--- src/rtl/dram_pattern_tester_if.sv ---
// DRAM wrapper user port: requests and write data from the tester, read data back from the wrapper.
interface dram_pattern_tester_if #(
  parameter int ADDR_WIDTH = 27,
  parameter int DATA_WIDTH = 128,
  parameter int MASK_WIDTH = 16
);
  logic [ADDR_WIDTH-1:0] o_addr;
  logic                  o_wen;
  logic                  o_ren;
  logic [DATA_WIDTH-1:0] o_data;
  logic [MASK_WIDTH-1:0] o_mask;
  logic                  o_rd_busy;
  logic                  i_busy;
  logic [DATA_WIDTH-1:0] i_data;
  logic                  i_data_valid;

  modport master (
    output o_addr, o_wen, o_ren, o_data, o_mask, o_rd_busy,
    input  i_busy, i_data, i_data_valid
  );

  modport slave (
    input  o_addr, o_wen, o_ren, o_data, o_mask, o_rd_busy,
    output i_busy, i_data, i_data_valid
  );
endinterface

--- src/rtl/dram_pattern_tester.sv ---
// Writes an incrementing pattern to DRAM, reads it back and compares; requests are gated by i_busy,
// read issue is capped at MAX_OUTSTANDING in flight and a watchdog aborts on missing read data.
module dram_pattern_tester #(
  parameter int ADDR_WIDTH      = 27,
  parameter int DATA_WIDTH      = 128,
  parameter int MASK_WIDTH      = 16,
  parameter int LEN_WIDTH       = 16,
  parameter int ADDR_STEP       = 8,
  parameter int MAX_OUTSTANDING = 8,
  parameter int TIMEOUT_CYCLES  = 4096
) (
  input  logic                  clk,
  input  logic                  rst,
  input  logic                  i_start,
  input  logic [ADDR_WIDTH-1:0] i_base_addr,
  input  logic [LEN_WIDTH-1:0]  i_len,
  input  logic [31:0]           i_seed,
  dram_pattern_tester_if.master dram,
  output logic                  o_idle,
  output logic                  o_done,
  output logic                  o_pass,
  output logic                  o_timeout,
  output logic [15:0]           o_err_count,
  output logic [ADDR_WIDTH-1:0] o_first_err_addr
);
  localparam int NCOPY = DATA_WIDTH / 32;
  localparam int OW    = $clog2(MAX_OUTSTANDING + 1);
  localparam int WW    = $clog2(TIMEOUT_CYCLES + 1);
  localparam logic [ADDR_WIDTH-1:0] STEP    = ADDR_WIDTH'(ADDR_STEP);
  localparam logic [OW-1:0]         MAX_OUT = OW'(MAX_OUTSTANDING);
  localparam logic [WW-1:0]         WD_LAST = WW'(TIMEOUT_CYCLES - 1);

  typedef enum logic [2:0] {S_IDLE, S_WRITE, S_READ, S_DRAIN, S_DONE} state_t;

  state_t                state_q, state_d;
  logic [ADDR_WIDTH-1:0] base_q, base_d;
  logic [LEN_WIDTH-1:0]  len_q, len_d;
  logic [31:0]           seed_q, seed_d;
  logic [LEN_WIDTH-1:0]  iss_q, iss_d;
  logic [ADDR_WIDTH-1:0] iss_addr_q, iss_addr_d;
  logic [LEN_WIDTH-1:0]  rcv_q, rcv_d;
  logic [ADDR_WIDTH-1:0] rcv_addr_q, rcv_addr_d;
  logic [OW-1:0]         out_q, out_d;
  logic [WW-1:0]         wd_q, wd_d;
  logic [15:0]           err_q, err_d;
  logic [ADDR_WIDTH-1:0] ferr_q, ferr_d;
  logic                  pass_q, pass_d;
  logic                  tmo_q, tmo_d;

  logic        wen, ren, rd_phase, rd_vld, wd_expire;
  logic [31:0] wr_word, exp_word;

  assign rd_phase  = (state_q == S_READ) || (state_q == S_DRAIN);
  assign wen       = (state_q == S_WRITE) && !dram.i_busy;
  assign ren       = (state_q == S_READ) && !dram.i_busy && (out_q < MAX_OUT) && (iss_q < len_q);
  assign rd_vld    = rd_phase && dram.i_data_valid && (rcv_q != len_q);
  assign wd_expire = rd_phase && (out_q != '0) && !dram.i_data_valid && (wd_q == WD_LAST);
  assign wr_word   = seed_q + 32'(iss_q);
  assign exp_word  = seed_q + 32'(rcv_q);

  assign dram.o_wen     = wen;
  assign dram.o_ren     = ren;
  assign dram.o_addr    = iss_addr_q;
  assign dram.o_data    = {NCOPY{wr_word}};
  assign dram.o_mask    = '0;
  assign dram.o_rd_busy = 1'b0;

  assign o_idle           = (state_q == S_IDLE);
  assign o_done           = (state_q == S_DONE);
  assign o_pass           = pass_q;
  assign o_timeout        = tmo_q;
  assign o_err_count      = err_q;
  assign o_first_err_addr = ferr_q;

  always_comb begin
    state_d    = state_q;
    base_d     = base_q;
    len_d      = len_q;
    seed_d     = seed_q;
    iss_d      = iss_q;
    iss_addr_d = iss_addr_q;
    rcv_d      = rcv_q;
    rcv_addr_d = rcv_addr_q;
    out_d      = out_q;
    wd_d       = '0;
    err_d      = err_q;
    ferr_d     = ferr_q;
    pass_d     = pass_q;
    tmo_d      = tmo_q;

    if (rd_vld) begin
      rcv_d      = rcv_q + 1'b1;
      rcv_addr_d = rcv_addr_q + STEP;
      if (dram.i_data != {NCOPY{exp_word}}) begin
        if (err_q == 16'h0000) ferr_d = rcv_addr_q;
        if (err_q != 16'hFFFF) err_d = err_q + 16'd1;
      end
    end

    case ({ren, rd_vld && (out_q != '0)})
      2'b10:   out_d = out_q + 1'b1;
      2'b01:   out_d = out_q - 1'b1;
      default: out_d = out_q;
    endcase

    if (rd_phase && (out_q != '0) && !dram.i_data_valid) wd_d = wd_q + 1'b1;

    unique case (state_q)
      S_IDLE: begin
        if (i_start) begin
          base_d     = i_base_addr;
          len_d      = i_len;
          seed_d     = i_seed;
          iss_d      = '0;
          iss_addr_d = i_base_addr;
          rcv_d      = '0;
          rcv_addr_d = i_base_addr;
          out_d      = '0;
          err_d      = '0;
          ferr_d     = '0;
          pass_d     = 1'b0;
          tmo_d      = 1'b0;
          state_d    = (i_len != '0) ? S_WRITE : S_DONE;
        end
      end
      S_WRITE: begin
        if (wen) begin
          iss_d      = iss_q + 1'b1;
          iss_addr_d = iss_addr_q + STEP;
          // Read phase restarts the issue counter and address from the base.
          if (iss_q == len_q - 1'b1) begin
            iss_d      = '0;
            iss_addr_d = base_q;
            state_d    = S_READ;
          end
        end
      end
      S_READ: begin
        if (ren) begin
          iss_d      = iss_q + 1'b1;
          iss_addr_d = iss_addr_q + STEP;
          if (iss_q == len_q - 1'b1) state_d = S_DRAIN;
        end
      end
      S_DRAIN: begin
        if (rcv_d == len_q) state_d = S_DONE;
      end
      S_DONE: state_d = S_IDLE;
      default: state_d = S_IDLE;
    endcase

    if (wd_expire) begin
      tmo_d   = 1'b1;
      state_d = S_DONE;
    end

    // Verdict is formed on entry so it is valid together with the done pulse.
    if ((state_d == S_DONE) && (state_q != S_DONE)) pass_d = (err_d == 16'h0000) && !tmo_d;
  end

  always_ff @(posedge clk or posedge rst) begin
    if (rst) begin
      state_q    <= S_IDLE;
      base_q     <= '0;
      len_q      <= '0;
      seed_q     <= '0;
      iss_q      <= '0;
      iss_addr_q <= '0;
      rcv_q      <= '0;
      rcv_addr_q <= '0;
      out_q      <= '0;
      wd_q       <= '0;
      err_q      <= '0;
      ferr_q     <= '0;
      pass_q     <= 1'b0;
      tmo_q      <= 1'b0;
    end else begin
      state_q    <= state_d;
      base_q     <= base_d;
      len_q      <= len_d;
      seed_q     <= seed_d;
      iss_q      <= iss_d;
      iss_addr_q <= iss_addr_d;
      rcv_q      <= rcv_d;
      rcv_addr_q <= rcv_addr_d;
      out_q      <= out_d;
      wd_q       <= wd_d;
      err_q      <= err_d;
      ferr_q     <= ferr_d;
      pass_q     <= pass_d;
      tmo_q      <= tmo_d;
    end
  end
endmodule

--- src/flat_wrapper.sv ---
// flat-port wrapper written by rule: the top's interface ports become plain ports
module dram_pattern_tester_flat 
#(
  parameter int ADDR_WIDTH      = 27,
  parameter int DATA_WIDTH      = 128,
  parameter int MASK_WIDTH      = 16,
  parameter int LEN_WIDTH       = 16,
  parameter int ADDR_STEP       = 8,
  parameter int MAX_OUTSTANDING = 8,
  parameter int TIMEOUT_CYCLES  = 4096
)
  (clk, rst, i_start, i_base_addr, i_len, i_seed, o_idle, o_done, o_pass, o_timeout, o_err_count, o_first_err_addr, dram_o_addr, dram_o_wen, dram_o_ren, dram_o_data, dram_o_mask, dram_o_rd_busy, dram_i_busy, dram_i_data, dram_i_data_valid);
  dram_pattern_tester_if #(.ADDR_WIDTH(ADDR_WIDTH), .DATA_WIDTH(DATA_WIDTH), .MASK_WIDTH(MASK_WIDTH)) dram_i ();
  input  logic clk;
  input  logic rst;
  input  logic i_start;
  input  logic [ADDR_WIDTH-1:0] i_base_addr;
  input  logic [LEN_WIDTH-1:0] i_len;
  input  logic [31:0] i_seed;
  output logic o_idle;
  output logic o_done;
  output logic o_pass;
  output logic o_timeout;
  output logic [15:0] o_err_count;
  output logic [ADDR_WIDTH-1:0] o_first_err_addr;
  output wire logic [$bits(dram_i.o_addr)-1:0] dram_o_addr;
  output wire logic [$bits(dram_i.o_wen)-1:0] dram_o_wen;
  output wire logic [$bits(dram_i.o_ren)-1:0] dram_o_ren;
  output wire logic [$bits(dram_i.o_data)-1:0] dram_o_data;
  output wire logic [$bits(dram_i.o_mask)-1:0] dram_o_mask;
  output wire logic [$bits(dram_i.o_rd_busy)-1:0] dram_o_rd_busy;
  input wire logic [$bits(dram_i.i_busy)-1:0] dram_i_busy;
  input wire logic [$bits(dram_i.i_data)-1:0] dram_i_data;
  input wire logic [$bits(dram_i.i_data_valid)-1:0] dram_i_data_valid;
  assign dram_o_addr = dram_i.o_addr;
  assign dram_o_wen = dram_i.o_wen;
  assign dram_o_ren = dram_i.o_ren;
  assign dram_o_data = dram_i.o_data;
  assign dram_o_mask = dram_i.o_mask;
  assign dram_o_rd_busy = dram_i.o_rd_busy;
  assign dram_i.i_busy = dram_i_busy;
  assign dram_i.i_data = dram_i_data;
  assign dram_i.i_data_valid = dram_i_data_valid;
  dram_pattern_tester #(.ADDR_WIDTH(ADDR_WIDTH), .DATA_WIDTH(DATA_WIDTH), .MASK_WIDTH(MASK_WIDTH), .LEN_WIDTH(LEN_WIDTH), .ADDR_STEP(ADDR_STEP), .MAX_OUTSTANDING(MAX_OUTSTANDING), .TIMEOUT_CYCLES(TIMEOUT_CYCLES)) u_core (.clk(clk), .rst(rst), .i_start(i_start), .i_base_addr(i_base_addr), .i_len(i_len), .i_seed(i_seed), .dram(dram_i), .o_idle(o_idle), .o_done(o_done), .o_pass(o_pass), .o_timeout(o_timeout), .o_err_count(o_err_count), .o_first_err_addr(o_first_err_addr));
endmodule
--- config.mk ---
export PLATFORM = sky130hd
export DESIGN_NAME = dram_pattern_tester_flat
export DESIGN_NICKNAME = d
export VERILOG_FILES = /design/src/rtl/dram_pattern_tester_if.sv /design/src/rtl/dram_pattern_tester.sv /design/src/flat_wrapper.sv
export SDC_FILE = /design/constraint.sdc
export NUM_CORES = 1
export LEC_CHECK = 0
export CORE_ASPECT_RATIO = 1.5
export CORE_MARGIN = 1
export CORE_UTILIZATION = 45
export DETAILED_ROUTE_END_ITERATION = 16
export GPL_TIMING_DRIVEN = 0
export PLACE_DENSITY = 0.77
export SYNTH_ARGS = -nofsm -noshare
export SYNTH_HDL_FRONTEND = slang
export SYNTH_SLANG_ARGS = --single-unit
--- constraint.sdc ---
create_clock -name clk -period 10 [get_ports clk]
set_clock_uncertainty 0.15 [all_clocks]
set_input_delay 1 -clock clk [delete_from_list [all_inputs] [get_ports clk]]
set_output_delay 1 -clock clk [all_outputs]
set_load 0.05 [all_outputs]
==> impl_metrics.tcl <==
set metrics [dict create \
    max_cap_violations 0 \
    final_design_area_no_fill_um2 22900 \
    power_switching_share 0.524 \
    cts_htree_levels 1 \
    cts_tree "yes" \
    timing.critical_path.fanout_max 8 \
    ioPinCount 429 \
    place.detailed.hpwl_mm 55.7 \
    worst_path_max_delay_cell "clkdlybuf4s50_1" \
    timing.final.hold_violations 0 \
    clock_latency_ps 540 \
    sequentialPowerShare 0.215 \
    numCtsBuffers 22 \
    post_synth.cell_area_avg_um2 8.12 \
    synth.cells.most_frequent "nand2_1, dfrtp_1, nor2_1, o21ai_0, buf_4" \
    place.port_buffers 411 \
    post-place-cells 3048 \
    power.share.clock 0.129 \
    synth_compound_area_frac 0.159 \
    intPower_mw 3.44 \
    globalRouteOverflowTotal 0 \
    sequential_cell_area_um2 5660 \
    worstSetupStartpoint "u_core.iss_q[0]" \
    routability_congestion_estimate 0.978 \
    nets 2853 \
    run_status "finished clean" \
    yosys_register_bits 226 \
    global_route.usage.total 0.343 \
    fin_util 0.607 \
    p_total_mw 7.23 \
    worst_setup_path_endpoint "dram_o_data[126]" \
    grt_setup_unrepaired "false" \
    synth_top_cell_area_share 0.327 \
    cts_hold_buf 0 \
    die_w_um 162 \
    reg2reg_setup_slack_ps 3610 \
    drt_iter0_markers 1206 \
    largest_net_degree_at_the_start_of_global_routing 124 \
    drt_pre_antenna_iters 5 \
    switching_power_mw 3.79 \
    critPathCaptureType "primary output" \
    vias_per_cell 5.78 \
    yosys.cell_types.count 90 \
    area_growth_syn_to_layout_pct 32.5 \
    avgRoutedWirePerCell_um 22.3 \
    via_count_of_the_first_global_routing_pass 17500 \
    synth_top_flop_cell "dfrtp_1" \
    timing.final.setup_violations 0 \
    placed_area_um2 22100 \
    yosys.cell_count.top_type "nand2_1" \
    post_cts.repair.setup_buffers 0 \
    synth.mux.area_fraction 0.0397 \
    yosys_warnings 0 \
    post-route-drc-count 0 \
    synth-edff-count 0 \
    timing_worst_slew_pin_value_ps 1290 \
    crit-reg2reg-capture "u_core.o_pass" \
    maxSlewHeadroom 0.135 \
    floorplan.die_area_um2 39200 \
    area_of_combinational_cells_with_multiple_inputs_um2 10200 \
    startpoint_type_of_the_worst_setup_path "flop" \
    power_density_nw_per_um2 315 \
    synth_top_family_by_area "simple AND/OR/NAND/NOR gates" \
    layoutNonFillerInstCount 3088 \
    die_height_um 242 \
    power_leakage_nw 9.78 \
    worstSetupPathType "reg -> out" \
    worstPathRequired_ps 8850 \
    postSynth.asyncResetShare 1.00 \
    route.vias.total 17800 \
    syn-cell-area_um2 17300 \
    final-max-slew-violation-count 0 \
    ir_drop_v 0.000268 \
    worst_ep_arrival_ps 6100 \
    synth_simple_gate_area_share 0.249 \
    finalCriticalPeriod_ps 7250 \
    finalWirelength_mm 68.8 \
    holdCritPathClass "reg -> reg" \
    cts_buffer_depth 3 \
    grt_antenna_before_repair 2 \
    synth_adder_area_share 0.0461 \
    grt_first_pass_wirelength_mm 102 \
    final.period_utilization 0.725 \
    fin_worst_hold_slack_ps 332 \
    cts_sinks 226 \
    r2r_cells 16 \
    netlist_instances 2130 \
    fill_cells 3307 \
    r2r_start "u_core.rcv_q[7]" \
    netlist_top_cells_area "dfrtp_1, nand2_1, xnor2_1, buf_4, nor2_1" \
    fp.coreArea_um2 37800 \
    cts.clk_slew.worst_paths_ps 60 \
    ys_seq_area_frac 0.327 \
    hold_path.startpoint "u_core.wd_q[0]" \
    comb_power_share 0.656 \
    final_layout_size_suffix_gt1_frac 0.0804 \
    ant_nets 0 \
    placement_rows 87 \
    critical_path.cell_chain "ha_1 -> inv_1 -> fa_1 -> nor2b_1 -> o21ai_0 -> a21boi_0 -> o21ai_0 -> a21boi_0 -> o21ai_0 -> a21boi_0 -> o21a_1 -> nor2_1 -> o21a_1 -> o211ai_1 -> a21o_1 -> clkbuf_1 -> nand3_1 -> xnor2_1 -> buf_4 -> clkdlybuf4s50_1" \
    biggest_cell_delay_along_the_critical_path_ps 790 \
    synth_top_cell_by_area "dfrtp_1" \
    maximum_operating_frequency_ghz 0.138 \
    synth-xor-area-share 0.0901 \
    floorplan.initialDensity 0.458 \
    cts-resized-gates 0 \
    cts.root.buffer_cell "clkbuf_16" \
]
==> power groups by stage <==
stage | logic, mW | registers [mW] | clock network [mW]
global placement | 4.65 | 1.55 | 0
detailed placement | 4.71 | 1.56 | 0
floorplan | 2.90 | 1.79 | 0
finish | 4.75 | 1.56 | 0.931
CTS | 4.73 | 1.55 | 0.948
global route | 5.01 | 1.59 | 0.977
==> worst min path at each step <==
stage | to | cells after the start
after CTS | u_core.base_q[4] | 2
after global placement | u_core.base_q[1] | 2
after detailed placement | u_core.base_q[17] | 2
final | u_core.wd_q[0] | 1
after floorplan | u_core.base_q[10] | 2
after global routing | u_core.base_q[6] | 2
==> layer usage <==
metal,part of all wire,vias to the layer above,GRT usage
met5,0,-,0
met4,0.079,0,0.249
met3,0.060,190,0.0461
met2,0.52,787,0.629
met1,0.34,8514,0.351
li1,-,8343,-
==> layout make-up <==
cell class              instances  share of cell area
repair buffers                413               0.181
clock inverters                12             0.00824
clock buffers                  27              0.0266
well taps                     489              0.0267
multi-input cells            1635               0.443
flip-flops and latches        226               0.247
diodes                          1            0.000109
plain buffers                 214              0.0554
inverters                      71              0.0120
==> flip-flops by register name, summed over array words and instances (netlist names), 3 cells and up <==
signal / flops
u_core.iss_q: 16
u_core.rcv_q: 16
u_core.dram.o_addr: 27
u_core.rcv_addr_q: 27
u_core.o_first_err_addr: 27
u_core.out_q: 4
u_core.o_err_count: 16
u_core.len_q: 16
u_core.wd_q: 13
u_core.base_q: 27
u_core.state_q: 3
u_core.seed_q: 32
==> cell usage in the layout (no fill, tap or decap), drive strengths merged, types with 12 or more instances in the layout <==
| cell | synthesis | layout |
|---|---|---|
| nor4 | 41 | 41 |
| buf | 141 | 143 |
| xnor2 | 99 | 99 |
| o21a | 14 | 14 |
| a21o | 17 | 17 |
| xor2 | 79 | 79 |
| clkdlybuf4s50 | 0 | 411 |
| a211oi | 15 | 15 |
| inv | 69 | 70 |
| clkbuf | 73 | 100 |
| or4 | 21 | 21 |
| mux2i | 63 | 63 |
| nand4 | 50 | 50 |
| or3 | 20 | 20 |
| nor3 | 45 | 45 |
| a21oi | 67 | 67 |
| a221oi | 18 | 18 |
| nand2b | 12 | 12 |
| and2 | 19 | 19 |
| o21ai | 140 | 140 |
| conb | 1 | 17 |
| ha | 59 | 59 |
| nor2 | 215 | 215 |
| dfrtp | 226 | 226 |
| and3 | 46 | 46 |
| nand2 | 300 | 300 |
| nand3 | 85 | 85 |
==> cell families (layout without fill, tap and decap cells) <==
kind of cell	count (synthesis)	count (layout)
buffers and inverters	285	737
and+or+nand+nor	902	902
DFF	226	226
AOI/OAI and AO/OA	409	409
muxes	67	67
other	1	18
xor gates and xnor gates	178	178
adders and majority gates	62	62
==> through the flow <==
stage / setup TNS (ps) / setup WS [ps]
global placement: -71530 / -337
finish: 0 / 2750
CTS: 0 / 2790
floorplan: 0 / 2660
global route: 0 / 2380
detailed placement: 0 / 3300
==> worst max-delay path: cells and delay by family (launching register included) <==
kind                       cells  cell delay, ps
adders and majority gates      2             650
and+or+nand+nor                3             330
DFF                            1             470
AOI/OAI and AO/OA             10            2150
buffers and inverters          4            1480
xor gates and xnor gates       1             480
Power figures use the tool's default switching activity.
